**src/rtl/twoscomp_serial.sv**
```systemverilog
// twoscomp_serial: digit-serial two's-complement pass/negate/abs/nabs unit with valid/ready handshake
//   i_clk        rising-edge clock
//   i_rst_n      asynchronous active-low reset
//   i_in_valid   operand and mode valid
//   o_in_ready   unit can accept an operand (IDLE only)
//   i_in_data    signed operand
//   i_mode       00 pass, 01 negate, 10 abs, 11 nabs
//   o_out_valid  result and flags valid (DONE)
//   i_out_ready  consumer accepts the result
//   o_out_data   result, modulo 2^WIDTH
//   o_ovf        negate/abs of the most-negative value
//   o_zero       result is zero
module twoscomp_serial #(
  parameter int WIDTH = 32,
  parameter int DIGIT = 8
) (
  input  logic             i_clk,
  input  logic             i_rst_n,
  input  logic             i_in_valid,
  output logic             o_in_ready,
  input  logic [WIDTH-1:0] i_in_data,
  input  logic [1:0]       i_mode,
  output logic             o_out_valid,
  input  logic             i_out_ready,
  output logic [WIDTH-1:0] o_out_data,
  output logic             o_ovf,
  output logic             o_zero
);
  localparam int N = WIDTH / DIGIT;
  localparam int CW = N > 1 ? $clog2(N) : 1;
  localparam logic [WIDTH-1:0] MOST_NEG = {1'b1, {(WIDTH-1){1'b0}}};
  typedef enum logic [1:0] {IDLE, RUN, DONE} state_t;
  state_t           r_state, w_next;
  logic [WIDTH-1:0] r_op, r_res, w_res_next;
  logic [CW-1:0]    r_cnt;
  logic             r_inv, r_carry, r_ovf, r_zero;
  logic [DIGIT-1:0] w_r;
  logic             w_c, w_last, w_inv, w_accept;
  assign w_accept = r_state == IDLE && i_in_valid;
  assign w_last = r_cnt == CW'(N - 1);
  // abs inverts when negative, nabs inverts when non-negative
  assign w_inv = i_mode[1] ? i_in_data[WIDTH-1] ^ i_mode[0] : i_mode[0];
  // conditional one's complement plus carry: adding the initial inv completes the +1 of negation
  assign {w_c, w_r} = {1'b0, r_op[DIGIT-1:0] ^ {DIGIT{r_inv}}} + {{DIGIT{1'b0}}, r_carry};
  // result fills from the top so after N digits the first digit sits at the LSB
  assign w_res_next = (r_res >> DIGIT) | (WIDTH'(w_r) << (WIDTH - DIGIT));
  always_comb begin
    w_next = r_state;
    if (w_accept) w_next = RUN;
    else if (r_state == RUN && w_last) w_next = DONE;
    else if (r_state == DONE && i_out_ready) w_next = IDLE;
  end
  always_ff @(posedge i_clk or negedge i_rst_n) begin
    if (!i_rst_n) r_state <= IDLE;
    else r_state <= w_next;
  end
  always_ff @(posedge i_clk or negedge i_rst_n) begin
    if (!i_rst_n) begin
      r_op    <= '0;
      r_res   <= '0;
      r_cnt   <= '0;
      r_inv   <= 1'b0;
      r_carry <= 1'b0;
      r_ovf   <= 1'b0;
      r_zero  <= 1'b0;
    end else if (w_accept) begin
      r_op    <= i_in_data;
      r_inv   <= w_inv;
      r_carry <= w_inv;
      r_cnt   <= '0;
      r_ovf   <= w_inv && i_in_data == MOST_NEG;
    end else if (r_state == RUN) begin
      r_op    <= r_op >> DIGIT;
      r_res   <= w_res_next;
      r_carry <= w_c;
      r_cnt   <= r_cnt + CW'(1);
      if (w_last) r_zero <= w_res_next == '0;
    end
  end
  assign o_in_ready  = r_state == IDLE;
  assign o_out_valid = r_state == DONE;
  assign o_out_data  = r_res;
  assign o_ovf       = r_ovf;
  assign o_zero      = r_zero;
endmodule

```
**config.mk**
```make
export PLATFORM = sky130hd
export DESIGN_NAME = twoscomp_serial
export DESIGN_NICKNAME = d
export VERILOG_FILES = /design/src/rtl/twoscomp_serial.sv
export SDC_FILE = /design/constraint.sdc
export NUM_CORES = 1
export LEC_CHECK = 0
export ABC_AREA = 1
export CAP_MARGIN = 10
export CORE_ASPECT_RATIO = 0.9
export CORE_UTILIZATION = 46
export CTS_BUF_LIST = sky130_fd_sc_hd__clkbuf_8 sky130_fd_sc_hd__clkbuf_16
export DETAILED_ROUTE_END_ITERATION = 12
export PLACE_DENSITY = 0.76
export SLEW_MARGIN = 15
export SYNTH_ARGS = -nofsm -noshare
export SYNTH_HDL_FRONTEND = slang
export SYNTH_SLANG_ARGS = --single-unit
```
**constraint.sdc**
```tcl
create_clock -name i_clk -period 1.7 [get_ports i_clk]
set_input_delay 0.34 -clock i_clk [delete_from_list [all_inputs] [get_ports i_clk]]
set_output_delay 0.34 -clock i_clk [all_outputs]
set_load 0.005 [all_outputs]
```
==> out/summary.txt, run 1 <==
F_max - 574.6 MHz
Most common cell in the netlist - nand2_1
Unrepaired setup endpoints after global routing - yes
Die Area - 7753 um2
Post-synth EDFFs - 0
Rows - 29
Multiplexer area fraction after synthesis - 0
WP data arrival - 2030 ps
Peak VDD IR - 0.4750 mV
Overall power - 3.516 mW
Worst reg2reg path depth - 11
Avg Inst Size Synth - 8.536 um2
Total CTS buffers - 9
Synth Instances - 399
Vias in the first global route - 3116
CP endpoint kind - register
Worst slew pin tran - 323.8 ps
Final hold vios - 0
Initial DRT Pass Iterations - 5
Crit path launch type - register
Simple-gate share of the synthesized area - 0.2285
Max_cap viols - 0
Detail Placement HPWL - 6077 um
FFs w/ async S/R, synth - 1.000
Synth top cells by count - nand2_1 (133), dfrtp_1 (72), inv_1 (42)
ANT cells - 0
WS Path Type - register to register
Worst Path Max Fanout - 5
Post-synth cell types - 34
Total wire length - 8435 um
Largest net degree at the start of global routing - 54
Failing checks - negative setup slack
Clock transition at the registers of the reported paths - 80 ps
GRT Resource Usage Total - 0.2387
Final worst slack - -40.44 ps
Final period utilization - 1.024
Antenna-violating nets left - 0
Clock Latency Late Sink - 350 ps
IO Port Bufs - 73
Clock tree from TritonCTS - yes
Area contributors post-synth - dfrtp_1 (53%), nand2_1 (15%), inv_1 (4.6%), a22oi_1 (3.5%), o21ai_0 (3.4%)
Post-synthesis sequential area ratio - 0.5290
Slew headroom - 0.7838
Die W - 92.70 um
Final setup fails - 1
# H-tree levels - 3
WL met2 - 4093 um
Pins Over Slew Limit - 0
Initial drt markers - 161
FF+latch count, synth - 72
YS warnings - 0
Leak Pwr - 2.179 nW
Max Buffers Root-to-Sink - 2
Vias/cell - 5.129
DR WL/cell - 14.37 um
CTS root buf - clkbuf_8
Utilization after layout - 0.6589
Largest family of logic cells by synthesized area - simple AND/OR/NAND/NOR gates
Metal3 WL - 314 um
# DRC - 0
Post-Syn Area - 3406 um2
Initial antenna violation count - 0
Worst min path class - register to register
Post-Synth XOR/XNOR Area - 0.009919
IO Pins - 74
Critical path required time - 1990 ps
First-pass GRT wire length - 14290 um
Placed Area - 4304 um2
Layout Skew - 7.010 ps
Post-layout nets - 530
Highest routed layer - met4
Storage element area - 1803 um2
Placer Congestion - 0.8414
Compound-Gate Fraction of Synth Area - 0.1422
Adder-Cell Fraction of Synth Area - 0.01102
Core area - 7112 um2
Initial Util - 0.4789
Design Area, Final - 4686 um2
Met1 Wirelength - 3897 um
Run status - finished, violations left
GRT overflow - 0
Pwr dens - 750.3 nW/um2
Area leader, netlist - dfrtp_1
Post-Syn Nets - 440
Fill count - 577
Post-synth top area share - 0.5290
Ys flop type - dfrtp_1
Area growth syn-to-layout - 37.58%
Final Critical Period - 1740 ps
CTS Sinks - 72
Area of the multi-input gates - 1435 um2
Hold depth - 2
Layout cell share with drive strength beyond 1 - 0.1538
Die Height - 83.63 um
DR vias - 3011
## layout make-up
cell class | instances | share of cell area
timing repair buffer | 95 | 0.1936
clock inverter | 6 | 0.02296
sequential | 72 | 0.3848
clock buffer | 10 | 0.02937
tap | 93 | 0.02483
multi-input combinational | 264 | 0.3063
inverter | 47 | 0.03818
## power breakdown
group	internal, mW	total (mW)	switching [mW]
Combinational	0.0869	0.152	0.0652
Clock	1.01	1.65	0.642
Sequential	1.71	1.71	0
## routing by layer
| metal | track usage | up-vias |
|---|---|---|
| li1 | - | 1491 |
| met1 | 0.3182 | 1432 |
| met2 | 0.3811 | 73 |
| met3 | 0.05282 | 15 |
| met4 | 0.09231 | 0 |
| met5 | 0 | - |
## worst paths after layout
check,startpoint,to,slack (ps)
worst max-delay path,r_op[0]$_DFFE_PN0P_,o_zero$_DFFE_PN0P_,-40
worst min-delay path,o_out_data[4]$_DFFE_PN0P_,o_out_data[4]$_DFFE_PN0P_,480
worst max register to register,r_op[0]$_DFFE_PN0P_,o_zero$_DFFE_PN0P_,-40
worst min register to register,o_out_data[4]$_DFFE_PN0P_,o_out_data[4]$_DFFE_PN0P_,480
max in group asynchronous,i_rst_n,r_op[6]$_DFFE_PN0P_,920
min in group asynchronous,i_rst_n,o_out_data[19]$_DFFE_PN0P_,520
## sequential cells by signal, summed over array words and instances (netlist names)
| register | flops |
|---|---|
| o_out_data | 32 |
| o_ovf | 1 |
| o_zero | 1 |
| r_carry | 1 |
| r_cnt | 2 |
| r_inv | 1 |
| r_op | 32 |
| r_state | 2 |
## cell usage in the layout, fill, tap and decap left out, types with 2 or more instances in the layout
master	count
dlygate4sd2_1	2
inv_1	41
nand4_1	2
nand2_2	9
o211ai_1	3
nand3_2	4
nand2_1	125
nor2_1	16
o221ai_2	2
inv_2	6
nor2_2	5
o221ai_1	3
nand3_1	11
clkbuf_8	10
dfrtp_1	71
clkdlybuf4s50_1	70
nor2_4	3
buf_4	19
o21ai_1	13
o21ai_0	23
a22oi_1	16
nor4_1	8
bufinv_16	3
a32o_1	7
## worst max-delay path, cell delays in order (launching register included)
cell and delay, ps:
dfrtp_1 410, xor2_2 180, ha_2 230, buf_4 130
nand3_2 90, nor2_4 160, nand2_1 80, nand2_1 90
nand2_1 80, nor2_1 80, nand3_1 80, nand2_1 70
## logic make-up after synthesis
group | after synthesis
buffers and inverters | 63
AND/OR/NAND/NOR | 186
AO/OA/AOI/OAI | 72
flip-flops | 72
XOR/XNOR | 3
adder cells (fa/ha/maj) | 3
## stage by stage
stage | hold WS [ps] | setup WS [ps] | std cells | TNS (ps)
final | 482.2 | -40.44 | 587 | -40.44
after global routing | 513.0 | -186.1 | 587 | -275.8
after CTS | 485.9 | -35.89 | 586 | -52.61
after detailed placement | 359.8 | 22.21 | 565 | 0
after global placement | 357.0 | 50.64 | 565 | 0
after floorplan | 44.41 | 18.39 | 399 | 0
## what timing repair did
item / CTS / global route
pin swaps: 9 / 12
buffers inserted: 4 / 1
hold endpoints to repair: 41 / 0
endpoints found under the setup margin: 4 / 5
hold buffers: 1 / 0
gates resized for setup: 10 / 18
cloned: 0 / 0
Note: power is estimated with default switching activity, not from simulation.
==> run 2, diff against run 1 <==
--- a/config.mk
+++ b/config.mk
@@ -5,13 +5,12 @@
 export SDC_FILE = /design/constraint.sdc
 export NUM_CORES = 1
 export LEC_CHECK = 0
-export ABC_AREA = 1
 export CAP_MARGIN = 10
 export CORE_ASPECT_RATIO = 0.9
-export CORE_UTILIZATION = 46
+export CORE_UTILIZATION = 45
 export CTS_BUF_LIST = sky130_fd_sc_hd__clkbuf_8 sky130_fd_sc_hd__clkbuf_16
 export DETAILED_ROUTE_END_ITERATION = 12
-export PLACE_DENSITY = 0.76
+export PLACE_DENSITY = 0.75
 export SLEW_MARGIN = 15
 export SYNTH_ARGS = -nofsm -noshare
 export SYNTH_HDL_FRONTEND = slang
==> run 2 against run 1 <==
  * The run ends with negative hold slack, negative setup slack left
  * Critical path type unchanged
  * Area after synthesis decreased by 3.2%
  * First-iteration DRC count increased by 58%
  * Die area is 1.0% lower
  * Largest power group is now combinational logic
  * Cell area increased by 0.64%
  * Power up 140%
  * Setup slack lost 160 ps
  * Via count is 0.96% higher
  * Sequential power rose by 75%
  * Combinational power rose to 26 times the previous value
  * Fmax fell by 8.3%
  * Sequential share of layout area fell by 0.22 points
==> out/summary.txt, run 2 <==
WP data arrival - 2150 ps (+120 ps)
Most common cell in the netlist - nand2_1
Initial DRT Pass Iterations - 4 (-1)
Clock network power share - 0.177 (-0.293)
Sw Share - 0.3799 (+0.1786)
CTS root buf - clkbuf_8
Flop pwr share - 0.352 (-0.135)
Pwr dens - 1798 nW/um2 (+140%)
Commonest non-fill, non-tap cells in the layout - nand2_1 (163), dfrtp_1 (70), clkdlybuf4s50_1 (66)
Core area - 7076 um2 (-0.51%)
Synth top cells by count - nand2_1 (163), dfrtp_1 (72), a22oi_1 (24)
Clock tree from TritonCTS - yes
Vias/cell - 5.315 (+3.6%)
Hold Slack - -5.176 ps (-487.4 ps)
Total wire length - 8799 um (+4.3%)
Initial Util - 0.4660 (-0.01293)
Die W - 92.23 um (-0.51%)
CTS Sinks - 72 (unchanged)
Net Sw Power - 3.221 mW (+360%)
Comb pwr share - 0.470 (+0.427)
Area leader, netlist - dfrtp_1
Failing checks - negative hold slack, negative setup slack
Layout cell share with drive strength beyond 1 - 0.1587 (+0.004818)
YS warnings - 0 (unchanged)
Clock Latency Late Sink - 350 ps (about the same)
IO Pins - 74 (unchanged)
Run status - finished, violations left
Clock transition at the registers of the reported paths - 90 ps (about the same)
DR vias - 3040 (+0.96%)
CP endpoint kind - register
IO Port Bufs - 73 (unchanged)
Placement Setup Slack - -196.0 ps (-218.2 ps)
Initial antenna violation count - 0 (unchanged)
Post-Syn Nets - 415 (-5.7%)
Avg Inst Size Synth - 8.815 um2 (+3.3%)
Worst reg2reg path depth - 8 (-3)
Post-Syn Area - 3297 um2 (-3.2%)
Vias in the first global route - 3068 (-1.5%)
# DRC - 0 (unchanged)
Largest net degree at the start of global routing - 73 (+35%)
Final worst slack - -198.7 ps (-158.2 ps)
Initial drt markers - 255 (+58%)
Pins Over Slew Limit - 0 (unchanged)
Rows - 29 (unchanged)
GRT Resource Usage Total - 0.2436 (+0.004922)
Final setup fails - 6 (+5)
Final hold vios - 2 (+2)
FF+latch count, synth - 72 (unchanged)
ANT cells - 0 (unchanged)
Max Buffers Root-to-Sink - 2 (unchanged)
Worst Path Max Fanout - 4 (-1)
Final Critical Period - 1899 ps (+158.2 ps)
Commonest non-fill, non-tap cell in the layout - nand2_1
Post-synthesis sequential area ratio - 0.5465 (+0.01747)
Slew headroom - 0.7388 (-0.04498)
Post-synth top area share - 0.5465 (+0.01747)
Die Area - 7673 um2 (-1.0%)
Post-synth cell types - 38 (+12%)
Worst min path class - primary input to asynchronous set/reset pin
Fill count - 564 (-2.3%)
First-pass GRT wire length - 14770 um (+3.3%)
Total CTS buffers - 9 (unchanged)
WS Path Type - register to register
GRT overflow - 0 (unchanged)
Layout Skew - 13.29 ps (+6.284 ps)
Area contributors post-synth - dfrtp_1 (55%), nand2_1 (19%), a22oi_1 (5.5%), nor4_1 (2.8%), o21ai_0 (2.3%)
Leak Pwr - 2.255 nW (+3.5%)
Utilization after layout - 0.6665 (+0.007623)
Placer Congestion - 0.7864 (-6.5%)
FFs w/ async S/R, synth - 1.000 (unchanged)
DR WL/cell - 15.38 um (+7.1%)
Ys flop type - dfrtp_1
Area growth syn-to-layout - 43.04%
Detail Placement HPWL - 5983 um (-1.6%)
Die Height - 83.20 um (-0.51%)
Unrepaired setup endpoints after global routing - yes
Peak VDD IR - 0.7676 mV (+62%)
Critical path required time - 1950 ps (-40 ps)
Worst slew pin tran - 386.3 ps (+62.50 ps)
Post-synth EDFFs - 0 (unchanged)
F_max - 526.7 MHz (-8.3%)
Final period utilization - 1.117 (+0.09307)
Max_cap viols - 0 (unchanged)
Antenna-violating nets left - 0 (unchanged)
Hold_buf cts - 0 (-1)
Setup TNS - -656.8 ps (-616.4 ps)
Crit path launch type - register
Post-layout nets - 515 (-2.8%)
Cell internal pwr - 5.257 mW (+87%)
Synth Instances - 374 (-6.3%)
# H-tree levels - 3 (unchanged)
## run 2: cell types whose count changed in the layout (fill, tap and decap cells not counted), moves of 7 or more
cell,before,now
nand2_1,125,163
inv_1,41,4
buf_4,19,30
nor2_1,16,5
nand3_1,11,1
nand2_2,9,0
o21ai_1,13,4
o21ai_0,23,15
a32o_1,7,0
## run 2: cells by family (layout without fill, tap and decap cells)
| group | after synthesis | count (layout) | share of synthesized area |
|---|---|---|---|
| simple gates | 203 | 203 | 0.2584 |
| flops | 72 | 72 | 0.5465 |
| compound gates | 60 | 60 | 0.1203 |
| buf+inv | 24 | 129 | 0.03112 |
| xor+xnor | 11 | 11 | 0.02922 |
| fa+ha+maj | 3 | 3 | 0.01139 |
| mux | 1 | 1 | 0.003036 |
## run 2: per-stage QoR
stage               instances  power, mW  area [um2]
detailed placement        547      6.614        4330
floorplan                 374      4.878        3326
finish                    572      8.478        4716
global placement          547      6.456        4330
global route              572      9.061        4716
CTS                       570      8.271        4626
## run 2: path summary, 6_finish.rpt
kind | end | from | slack, ps
min in group i_clk | o_out_data[7]$_DFFE_PN0P_ | o_out_data[7]$_DFFE_PN0P_ | 480
worst min-delay path | o_out_data[0]$_DFFE_PN0P_ | i_rst_n | -5
worst max register to register | o_zero$_DFFE_PN0P_ | r_inv$_DFFE_PN0P_ | -200
worst min register to register | o_out_data[7]$_DFFE_PN0P_ | o_out_data[7]$_DFFE_PN0P_ | 480
max in group asynchronous | o_out_data[28]$_DFFE_PN0P_ | i_rst_n | 1400
worst max-delay path | o_zero$_DFFE_PN0P_ | r_inv$_DFFE_PN0P_ | -200
## run 2: area by class of cell
class / count / area, um2 / share of cell area
Sequential cell: 72 / 1804 / 0.3826
Timing Repair Buffer: 110 / 1070 / 0.2269
Tap cell: 93 / 116.4 / 0.02468
Clock buffer: 9 / 123.9 / 0.02627
Inverter: 3 / 11.26 / 0.002388
Multi-Input combinational cell: 278 / 1494 / 0.3168
Clock inverter: 7 / 96.34 / 0.02043
## run 2: what timing repair did
item / in CTS / in global routing
gates cloned: 0 / 1
setup endpoints to repair: 8 / 14
gates resized for setup: 11 / 14
pin swaps: 10 / 9
buffers inserted: 7 / 1
## run 2: critical path: stages (launching register included)
cell and delay, ps:
dfrtp_1 410, xor2_1 170, ha_2 220, ha_4 160, a21boi_4 230, xnor2_2 140
mux2i_1 200, nand2_1 70, a31o_1 210
## run 2: per-layer routing
metal | share of wire | track usage
met1 | 0.44 | 0.3189
met2 | 0.51 | 0.4050
met5 | 0 | 0
met3 | 0.043 | 0.05769
met4 | 0.012 | 0.06676
## run 2: power groups by stage
stage / Combinational [mW] / Clock, mW / Sequential (mW)
floorplan: 1.99 / 0 / 2.89
global placement: 3.49 / 0 / 2.97
detailed placement: 3.60 / 0 / 3.01
CTS: 3.77 / 1.52 / 2.97
global route: 4.40 / 1.60 / 3.06
finish: 3.99 / 1.50 / 2.99
==> run 3, diff against run 2 <==
--- a/config.mk
+++ b/config.mk
@@ -5,10 +5,11 @@
 export SDC_FILE = /design/constraint.sdc
 export NUM_CORES = 1
 export LEC_CHECK = 0
-export CAP_MARGIN = 10
+export CAP_MARGIN = 20
 export CORE_ASPECT_RATIO = 0.9
 export CORE_UTILIZATION = 45
 export CTS_BUF_LIST = sky130_fd_sc_hd__clkbuf_8 sky130_fd_sc_hd__clkbuf_16
+export CTS_CLUSTER_DIAMETER = 100
 export DETAILED_ROUTE_END_ITERATION = 12
 export PLACE_DENSITY = 0.75
 export SLEW_MARGIN = 15
==> results of run 3 <==
Same layout as run 2: the final DEF is identical, and so are final timing and power.
